## config.mk

```make
export PLATFORM = sky130hd
export DESIGN_NAME = board_scanner_flat
export DESIGN_NICKNAME = d
export VERILOG_FILES = /design/src/rtl/board_scanner_if.sv /design/src/rtl/board_scanner.sv /design/src/flat_wrapper.sv
export SDC_FILE = /design/constraint.sdc
export NUM_CORES = 1
export LEC_CHECK = 0
export ABC_AREA = 0
export BUFFER_PORTS_ARGS = -buffer_cell sky130_fd_sc_hd__buf_2
export CELL_PAD_IN_SITES_DETAIL_PLACEMENT = 1
export CELL_PAD_IN_SITES_GLOBAL_PLACEMENT = 1
export CORE_MARGIN = 3
export CORE_UTILIZATION = 42
export DETAILED_ROUTE_END_ITERATION = 8
export GPL_TIMING_DRIVEN = 0
export PLACE_DENSITY_LB_ADDON = 0.15
export SYNTH_ARGS = -nofsm -noshare
export SYNTH_HDL_FRONTEND = slang
export SYNTH_SLANG_ARGS = --single-unit
```

## constraint.sdc

```tcl
create_clock -name clk -period 4.05 [get_ports clk]
set_input_delay 0.405 -clock clk [delete_from_list [all_inputs] [get_ports clk]]
set_output_delay 0.405 -clock clk [all_outputs]
set_load 0.02 [all_outputs]
```

## src/rtl/board_scanner_if.sv

```systemverilog
// Signal bundle between the board scanner, its scan requester and the digit predictor.
// The master modport is the scanner's view; slave is the environment's view.
interface board_scanner_if;
  logic         scan_start;
  logic [3:0]   cell_row;
  logic [3:0]   cell_col;
  logic         pred_start;
  logic         pred_finish;
  logic [3:0]   pred_number;
  logic [323:0] board;
  logic         board_valid;
  logic         busy;
  logic         timeout_err;

  modport master (
    input  scan_start, pred_finish, pred_number,
    output cell_row, cell_col, pred_start, board, board_valid, busy, timeout_err
  );

  modport slave (
    output scan_start, pred_finish, pred_number,
    input  cell_row, cell_col, pred_start, board, board_valid, busy, timeout_err
  );
endinterface

```

## src/rtl/board_scanner.sv

```systemverilog
// Walks the 9x9 sudoku grid cell by cell, asks the digit predictor for each cell
// and assembles the 81 results into a packed 324-bit board.
module board_scanner #(
  parameter int SETTLE  = 2,
  parameter int TIMEOUT = 1_000_000
) (
  input  logic              clk,
  input  logic              rst,
  board_scanner_if.master   bus
);

  localparam int              TW           = (TIMEOUT < 2) ? 1 : $clog2(TIMEOUT);
  localparam logic [3:0]      SETTLE_LAST  = 4'(SETTLE - 1);
  localparam logic [TW-1:0]   TIMEOUT_LAST = TW'(TIMEOUT - 1);

  typedef enum logic [2:0] {
    S_IDLE,
    S_SETTLE,
    S_START,
    S_WAIT,
    S_STORE,
    S_DRAIN,
    S_DONE
  } state_e;

  state_e         state_q, state_d;
  logic [3:0]     row_q, row_d;
  logic [3:0]     col_q, col_d;
  logic [6:0]     idx_q, idx_d;
  logic [3:0]     settle_cnt_q, settle_cnt_d;
  logic [TW-1:0]  wait_cnt_q, wait_cnt_d;
  logic [3:0]     digit_q, digit_d;
  logic [323:0]   board_q, board_d;
  logic           board_valid_q, board_valid_d;
  logic           busy_q, busy_d;
  logic           timeout_err_q, timeout_err_d;

  always_comb begin
    // NOTE: every _d starts as its _q so no path through the case can infer a latch.
    state_d       = state_q;
    row_d         = row_q;
    col_d         = col_q;
    idx_d         = idx_q;
    settle_cnt_d  = settle_cnt_q;
    wait_cnt_d    = wait_cnt_q;
    digit_d       = digit_q;
    board_d       = board_q;
    board_valid_d = board_valid_q;
    busy_d        = busy_q;
    timeout_err_d = timeout_err_q;

    unique case (state_q)
      S_IDLE: begin
        if (bus.scan_start) begin
          row_d         = 4'd0;
          col_d         = 4'd0;
          idx_d         = 7'd0;
          settle_cnt_d  = 4'd0;
          board_valid_d = 1'b0;
          timeout_err_d = 1'b0;
          busy_d        = 1'b1;
          state_d       = S_SETTLE;
        end
      end
      S_SETTLE: begin
        if (settle_cnt_q == SETTLE_LAST) begin
          settle_cnt_d = 4'd0;
          state_d      = S_START;
        end else begin
          settle_cnt_d = settle_cnt_q + 4'd1;
        end
      end
      S_START: begin
        wait_cnt_d = '0;
        state_d    = S_WAIT;
      end
      S_WAIT: begin
        // A finish on the last permitted cycle still wins over the timeout.
        if (bus.pred_finish) begin
          digit_d = bus.pred_number;
          state_d = S_STORE;
        end else if (wait_cnt_q == TIMEOUT_LAST) begin
          digit_d       = 4'd0;
          timeout_err_d = 1'b1;
          state_d       = S_STORE;
        end else begin
          wait_cnt_d = wait_cnt_q + TW'(1);
        end
      end
      S_STORE: begin
        board_d[{idx_q, 2'b00} +: 4] = (digit_q > 4'd9) ? 4'd0 : digit_q;
        state_d                      = S_DRAIN;
      end
      S_DRAIN: begin
        if (!bus.pred_finish) begin
          if (col_q == 4'd8) begin
            if (row_q == 4'd8) begin
              state_d = S_DONE;
            end else begin
              col_d   = 4'd0;
              row_d   = row_q + 4'd1;
              idx_d   = idx_q + 7'd1;
              state_d = S_SETTLE;
            end
          end else begin
            col_d   = col_q + 4'd1;
            idx_d   = idx_q + 7'd1;
            state_d = S_SETTLE;
          end
        end
      end
      S_DONE: begin
        board_valid_d = 1'b1;
        busy_d        = 1'b0;
        state_d       = S_IDLE;
      end
      default: state_d = S_IDLE;
    endcase
  end

  always_ff @(posedge clk) begin
    // NOTE: non-blocking assignments only, so every register sees pre-edge values.
    if (rst) begin
      state_q       <= S_IDLE;
      row_q         <= 4'd0;
      col_q         <= 4'd0;
      idx_q         <= 7'd0;
      settle_cnt_q  <= 4'd0;
      wait_cnt_q    <= '0;
      digit_q       <= 4'd0;
      // NOTE: the board is a flop bank, not a RAM, and its cleared state is visible, so it is reset.
      board_q       <= '0;
      board_valid_q <= 1'b0;
      busy_q        <= 1'b0;
      timeout_err_q <= 1'b0;
    end else begin
      state_q       <= state_d;
      row_q         <= row_d;
      col_q         <= col_d;
      idx_q         <= idx_d;
      settle_cnt_q  <= settle_cnt_d;
      wait_cnt_q    <= wait_cnt_d;
      digit_q       <= digit_d;
      board_q       <= board_d;
      board_valid_q <= board_valid_d;
      busy_q        <= busy_d;
      timeout_err_q <= timeout_err_d;
    end
  end

  assign bus.cell_row    = row_q;
  assign bus.cell_col    = col_q;
  assign bus.pred_start  = (state_q == S_START);
  assign bus.board       = board_q;
  assign bus.board_valid = board_valid_q;
  assign bus.busy        = busy_q;
  assign bus.timeout_err = timeout_err_q;

endmodule
```

## src/flat_wrapper.sv

```systemverilog
// flat-port wrapper written by rule: the top's interface ports become plain ports
module board_scanner_flat 
#(
  parameter int SETTLE  = 2,
  parameter int TIMEOUT = 1_000_000
)
  (clk, rst, bus_scan_start, bus_pred_finish, bus_pred_number, bus_cell_row, bus_cell_col, bus_pred_start, bus_board, bus_board_valid, bus_busy, bus_timeout_err);
  board_scanner_if bus_i ();
  input  logic clk;
  input  logic rst;
  input wire logic [$bits(bus_i.scan_start)-1:0] bus_scan_start;
  input wire logic [$bits(bus_i.pred_finish)-1:0] bus_pred_finish;
  input wire logic [$bits(bus_i.pred_number)-1:0] bus_pred_number;
  output wire logic [$bits(bus_i.cell_row)-1:0] bus_cell_row;
  output wire logic [$bits(bus_i.cell_col)-1:0] bus_cell_col;
  output wire logic [$bits(bus_i.pred_start)-1:0] bus_pred_start;
  output wire logic [$bits(bus_i.board)-1:0] bus_board;
  output wire logic [$bits(bus_i.board_valid)-1:0] bus_board_valid;
  output wire logic [$bits(bus_i.busy)-1:0] bus_busy;
  output wire logic [$bits(bus_i.timeout_err)-1:0] bus_timeout_err;
  assign bus_i.scan_start = bus_scan_start;
  assign bus_i.pred_finish = bus_pred_finish;
  assign bus_i.pred_number = bus_pred_number;
  assign bus_cell_row = bus_i.cell_row;
  assign bus_cell_col = bus_i.cell_col;
  assign bus_pred_start = bus_i.pred_start;
  assign bus_board = bus_i.board;
  assign bus_board_valid = bus_i.board_valid;
  assign bus_busy = bus_i.busy;
  assign bus_timeout_err = bus_i.timeout_err;
  board_scanner #(.SETTLE(SETTLE), .TIMEOUT(TIMEOUT)) u_core (.clk(clk), .rst(rst), .bus(bus_i));
endmodule
```

# Word-level counts from Yosys, hierarchy flattened
# Cells that the tools add are included.
[classes]
n_mux = 38
n_lt_le_gt_ge = 1
shift = 2
n_reduce_logical = 15
addsub = 6
eq_ne = 20
[op_table]
columns = ["operator", "count"]
rows = [
  ["bitwise mux 324 bit", 1],
  ["variable shift 4 x 11 -> 324 bit (first input constant)", 1],
  ["variable part select 4 x 11 -> 324 bit", 1],
  ["2-to-1 mux 4 bit", 11],
  ["2-to-1 mux 20 bit", 2],
  ["one-hot mux 20 bit (2 select lines)", 1],
  ["2-to-1 mux 7 bit", 4],
  ["one-hot mux 4 bit (2 select lines)", 3],
  ["2-to-1 mux 3 bit", 7],
  ["adder 20 x 1 -> 20 bit (second input constant)", 1],
  ["equality test 20 bit (second input constant)", 1],
  ["one-hot mux 3 bit (6 select lines)", 1],
  ["one-hot mux 7 bit (2 select lines)", 1],
  ["adder 4 x 1 -> 4 bit (second input constant)", 3],
  ["AND reduction 4 bit", 3],
  ["nonzero test 2 bit", 6],
  ["negation 9 -> 11 bit", 1],
  ["!= test 2 bit (second input constant)", 5],
  ["equality test 3 bit (second input constant)", 3],
  ["equality test 4 bit (second input constant)", 2],
  ["adder 7 x 1 -> 7 bit (second input constant)", 1],
  ["equality test 3 x 2 -> 1 bit (second input constant)", 2],
  ["!= test 2 x 1 -> 1 bit (second input constant)", 3],
  ["one-hot mux 1 bit (2 select lines)", 3],
  ["10 further kinds", 15],
]
[word_totals]
input_bits = 8
elab_cells = 93
regBits = 373
out_inout_bits = 336

# Logic depth before layout (Yosys ltp)
[logic_depth]
depth_word = 5
ltp_mapped = 11
ltp_nobuf = 7

# Least setup slack after synthesis
# Ideal clock, no wire load.
[synth_path]
kind = "reg2reg"
from = "register u_core.idx_q[0]"
to = "register u_core.board_q[290] (netlist: u_core.bus.board[290])"
t_arrival_ns = 2.769
slack_ns = 1.161
setup_time_ns = 0.121
required_ns = 3.929
stages_incl_launch_ff = 11
synth_period_minus_slack_ns = 2.889
path_buffers = 3
path_cell_list = "dfxtp_1 > clkbuf_1 > inv_1 > ha_1 > buf_2 > or3b_2 > o41ai_1 > nand3_1 > or3b_2 > clkbuf_1 > mux2_2"
[synth_between]
elab_chain_cells = 3
word_cells_on_any_way = 4
cone_classes = "add/sub: 1; shift: 2; mux: 1"
[synth_rtl]
columns = ["item", "line_no", "source"]
rows = [
  ["start: declaration", "board_scanner.sv:29", "logic [6:0] idx_q, idx_d;"],
  ["start signal: assignment", "board_scanner.sv:140", "idx_q <= idx_d;"],
  ["negation 9 -> 11 bit *", "board_scanner.sv:91", "board_d[{idx_q, 2'b00} +: 4] = (digit_q > 4'd9) ? 4'd0 : digit_q;"],
  ["variable part select 4 x 11 -> 324 bit / variable shift 4 x 11 -> 324 bit (equally long branches)", "board_scanner.sv:91", ""],
  ["bitwise mux 324 bit *", "board_scanner.sv:91", ""],
  ["end signal: assignment", "board_scanner.sv:144", "board_q <= board_d;"],
  ["end: declaration", "board_scanner.sv:33", "logic [323:0] board_q, board_d;"],
]
# Every way passes the cells marked *; elsewhere a longest branch is shown, timed or not.
# A chain may end at the register's enable or synchronous reset.

# Worst setup path after layout
[layout_path]
from = "register u_core.idx_q[0]"
to = "register u_core.board_q[15] (netlist: u_core.bus.board[15])"
# Same word-level chain as after synthesis.

==> metrics.cfg <==
[timing]
holdWs_ns = 0.165
max_slew.worst_pin.slew_ns = 1.25
finalCritPeriodShare = 0.956
setup_viol_count_final = 0
maxSlewHeadroom = 0.158
timing.fmax_mhz = 258
finalHoldViolations = 0
clock_skew_ns = 0.0156
slew_viol_final = 0
finalCriticalPeriod_ns = 3.87
grt_setup_unrepaired = false

[setup_path]
worst-setup-path-type = register to register
critPathMaxFanout = 10
arrival_ns = 4.34
crit_path_cell_trace = clkbuf_1 > inv_1 > ha_1 > buf_2 > o41ai_2 > buf_2 > nand3_1 > nor2_2 > mux2i_1
cp-start-kind = register
worst-path-buf-inv = 4
r2r_slack_ns = 0.18
cp_top_family = buffers and inverters
required_ns = 4.52
crit_path_frequent_cell = buf_2
crit_path_end_kind = register
slowest_delay_ns = 0.76
cp_slowest_cell = o41ai_2

[cts]
cts_max_level = 2
clockRootBuffer = clkbuf_16
insertion_delay_ns = 0.54
cts_buffers = 42
cts_tree = yes
clockBufferDepth = 3
postCtsSetupBuffers = 0
clk_pin_slew_ns = 0.06
clock-sinks = 373

[power_and_ir_drop]
pwr-share-clk = 0.485
combPwrFrac = 0.038
p_leak_nw = 8.11
intPower_mw = 6.02
switching_power_mw = 1.72
p_total_mw = 7.74
switching_share = 0.223
p_per_area_nw_per_um2 = 394
p_seq_frac = 0.478
vdd_drop_max_mv = 0.232

[logic_synthesis]
synth_fa_ha_area_frac = 0.00944
synth-compound-area-share = 0.0621
yosysSeqAreaShare = 0.470
yosysTopAreaCell = dfxtp_1
synthArstFlopShare = 0
muxShareOfSynthArea = 0.170
syn_inst = 1614
synth-warning-count = 0
synth_top_family_by_area = simple AND/OR/NAND/NOR gates
synthXorXnorAreaFrac = 0.00936
netlist_top_cells_area = dfxtp_1 (47%), mux2i_1 (17%), nand2b_1 (11%)
synth_area_um2 = 15900
syn_nets = 1634
synth-edff-count = 0
synth.avg_cell_area_um2 = 9.85
ys.flop_type = dfxtp_1
netlist.area_leader.share = 0.470
synthSimpleGateAreaFrac = 0.248
ys_types = 61
synth.ff_latch_count = 373

[flow_run]
maxCapViolations = 0

[die]
io_pins = 344
die-area_um2 = 40200
start_util = 0.430
dieHeight_um = 201
die_w_um = 201
rows = 70
core-area_um2 = 37000

[layout]
area_growth_pct = 23.5
fin_nets = 2021
drive_above_1_share = 0.232

[global_routing]
grt_max_degree = 13
antenna_found_initial = 1
grt_overflow = 0
grt_first_pass_wirelength_mm = 87.4
grt_pass1_vias = 14500
grt_usage = 0.274

[placed_design]
gp_congestion = 0.937
port_buffers = 343
hpwl_mm = 42.6

[detailed_routing]
routed_wl_mm = 57.0
via_per_inst = 5.37
avgRoutedWirePerCell_um = 22.5
vias = 13600
drt_iter0_drc = 793
ant_nets = 0
firstDrtPassIters = 5
remaining_drc_errors = 0

[status]
status = finished clean

[hold_path]
hold_path.class = primary input to register

==> layout make-up <==
cell class / instances / area (um2)
Buffer: 111 / 442
Inverter: 15 / 56.3
Fill cell: 4295 / 17300
Timing Repair Buffer: 343 / 1720
Clock inverter: 6 / 58.8
Tap cell: 504 / 631
Antenna cell: 2 / 5.00
Multi-Input combinational cell: 1115 / 7970
Sequential cell: 373 / 7470
Clock buffer: 66 / 1280
==> placed cells by master (no fill, tap or decap), types with 24 or more instances in the layout <==
cell type  netlist  layout
nor2_1          73      68
nand3_1         57      57
a21oi_1         28      28
clkbuf_16        0      45
nand2_1         38      38
buf_2           17     360
clkbuf_1        92     105
dfxtp_1        373     373
mux2i_1        269     269
nand2b_1       282     282
nand3b_1        58      58
nor3_1          25      24
o21ai_0         85      85
==> worst min-delay path: cells and delay by family <==
kind | cells | cell delay (ns)
and+or+nand+nor | 1 | 0.07
AOI/OAI and AO/OA | 1 | 0.06
buffers and inverters | 1 | 0.10
==> flip-flops by register name (all words and copies together), names as in the netlist <==
name,cells
u_core.digit_q,4
u_core.bus.cell_col,4
u_core.bus.timeout_err,1
u_core.bus.board_valid,1
u_core.wait_cnt_q,20
u_core.bus.busy,1
u_core.bus.cell_row,4
u_core.bus.board,324
u_core.idx_q,7
u_core.state_q,3
u_core.settle_cnt_q,4
==> synthesized netlist by cell type (4+ instances only) <==
library cell  number
buf_2             17
nand3b_1          58
or3b_2             5
nor2b_1           13
nor3b_1            5
inv_1             15
o31ai_1            7
ha_1              12
mux2i_1          269
o211ai_1          10
o311ai_1           4
a21oi_1           28
nand3_1           57
nand4_1            7
or2_2             10
nand2b_1         282
and2_1             7
nor2_1            73
and3_1             5
xor2_1             9
nor3_1            25
clkbuf_1          92
o2111ai_1          6
nor4_1             4
nor3_2            18
or3_1             20
o21ai_0           85
nand2_1           38
xnor2_1            8
or4_1             11
dfxtp_1          373
==> stage by stage <==
step / setup TNS [ns] / instances / setup WS (ns) / instance area, um2 / util
6_report: 0 / 2535 / 0.178 / 19600 / 0.531
5_1_grt: 0 / 2534 / 0.0265 / 19600 / 0.531
4_1_cts: 0 / 2533 / 0.159 / 19600 / 0.530
3_5_place_dp: -2.67 / 2461 / -0.263 / 18300 / 0.494
3_3_place_gp: -1.07 / 2461 / -0.163 / 18200 / 0.494
2_1_floorplan: 0 / 1614 / 1.16 / 15900 / -
==> path summary, 6_finish.rpt <==
kind / from / end / cells past startpoint
worst max register to register: u_core.idx_q[0]$_SDFFE_PP0P_ / u_core.bus.board[15]$_SDFFE_PP0P_ / 9
worst min register to register: u_core.bus.timeout_err$_SDFFE_PP0P_ / u_core.bus.timeout_err$_SDFFE_PP0P_ / 2
worst max-delay path: u_core.idx_q[0]$_SDFFE_PP0P_ / u_core.bus.board[15]$_SDFFE_PP0P_ / 9
worst min-delay path: bus_pred_number[1] / u_core.digit_q[1]$_SDFFE_PP0P_ / 3
==> cells by family after synthesis <==
family                   count (synthesis)
AO/OA/AOI/OAI                          163
buffers and inverters                  126
XOR/XNOR                                17
adder cells (fa/ha/maj)                 12
multiplexers                           270
flip-flops                             373
AND/OR/NAND/NOR                        653
==> power by group through the flow <==
stage	registers [mW]	clock network (mW)	logic, mW
after floorplan	3.78	0	0.187
after global placement	3.78	0	0.286
after detailed placement	3.78	0	0.291
after CTS	3.70	3.80	0.292
after global routing	3.70	3.95	0.322
final	3.70	3.75	0.292
==> routing by layer <==
metal | global-route usage | wire, um | vias up
li1 | - | - | 6351
met1 | 0.350 | 25200 | 6791
met2 | 0.464 | 26800 | 384
met3 | 0.0666 | 3480 | 89
met4 | 0.0755 | 1470 | 0
met5 | 0 | 0 | -
==> what timing repair did <==
item,in CTS,in global routing
endpoints found under the setup margin,27,56
hold endpoints to repair,0,0
hold buffers,0,0
resized for setup,1,7
Power figures use the tool's default switching activity.
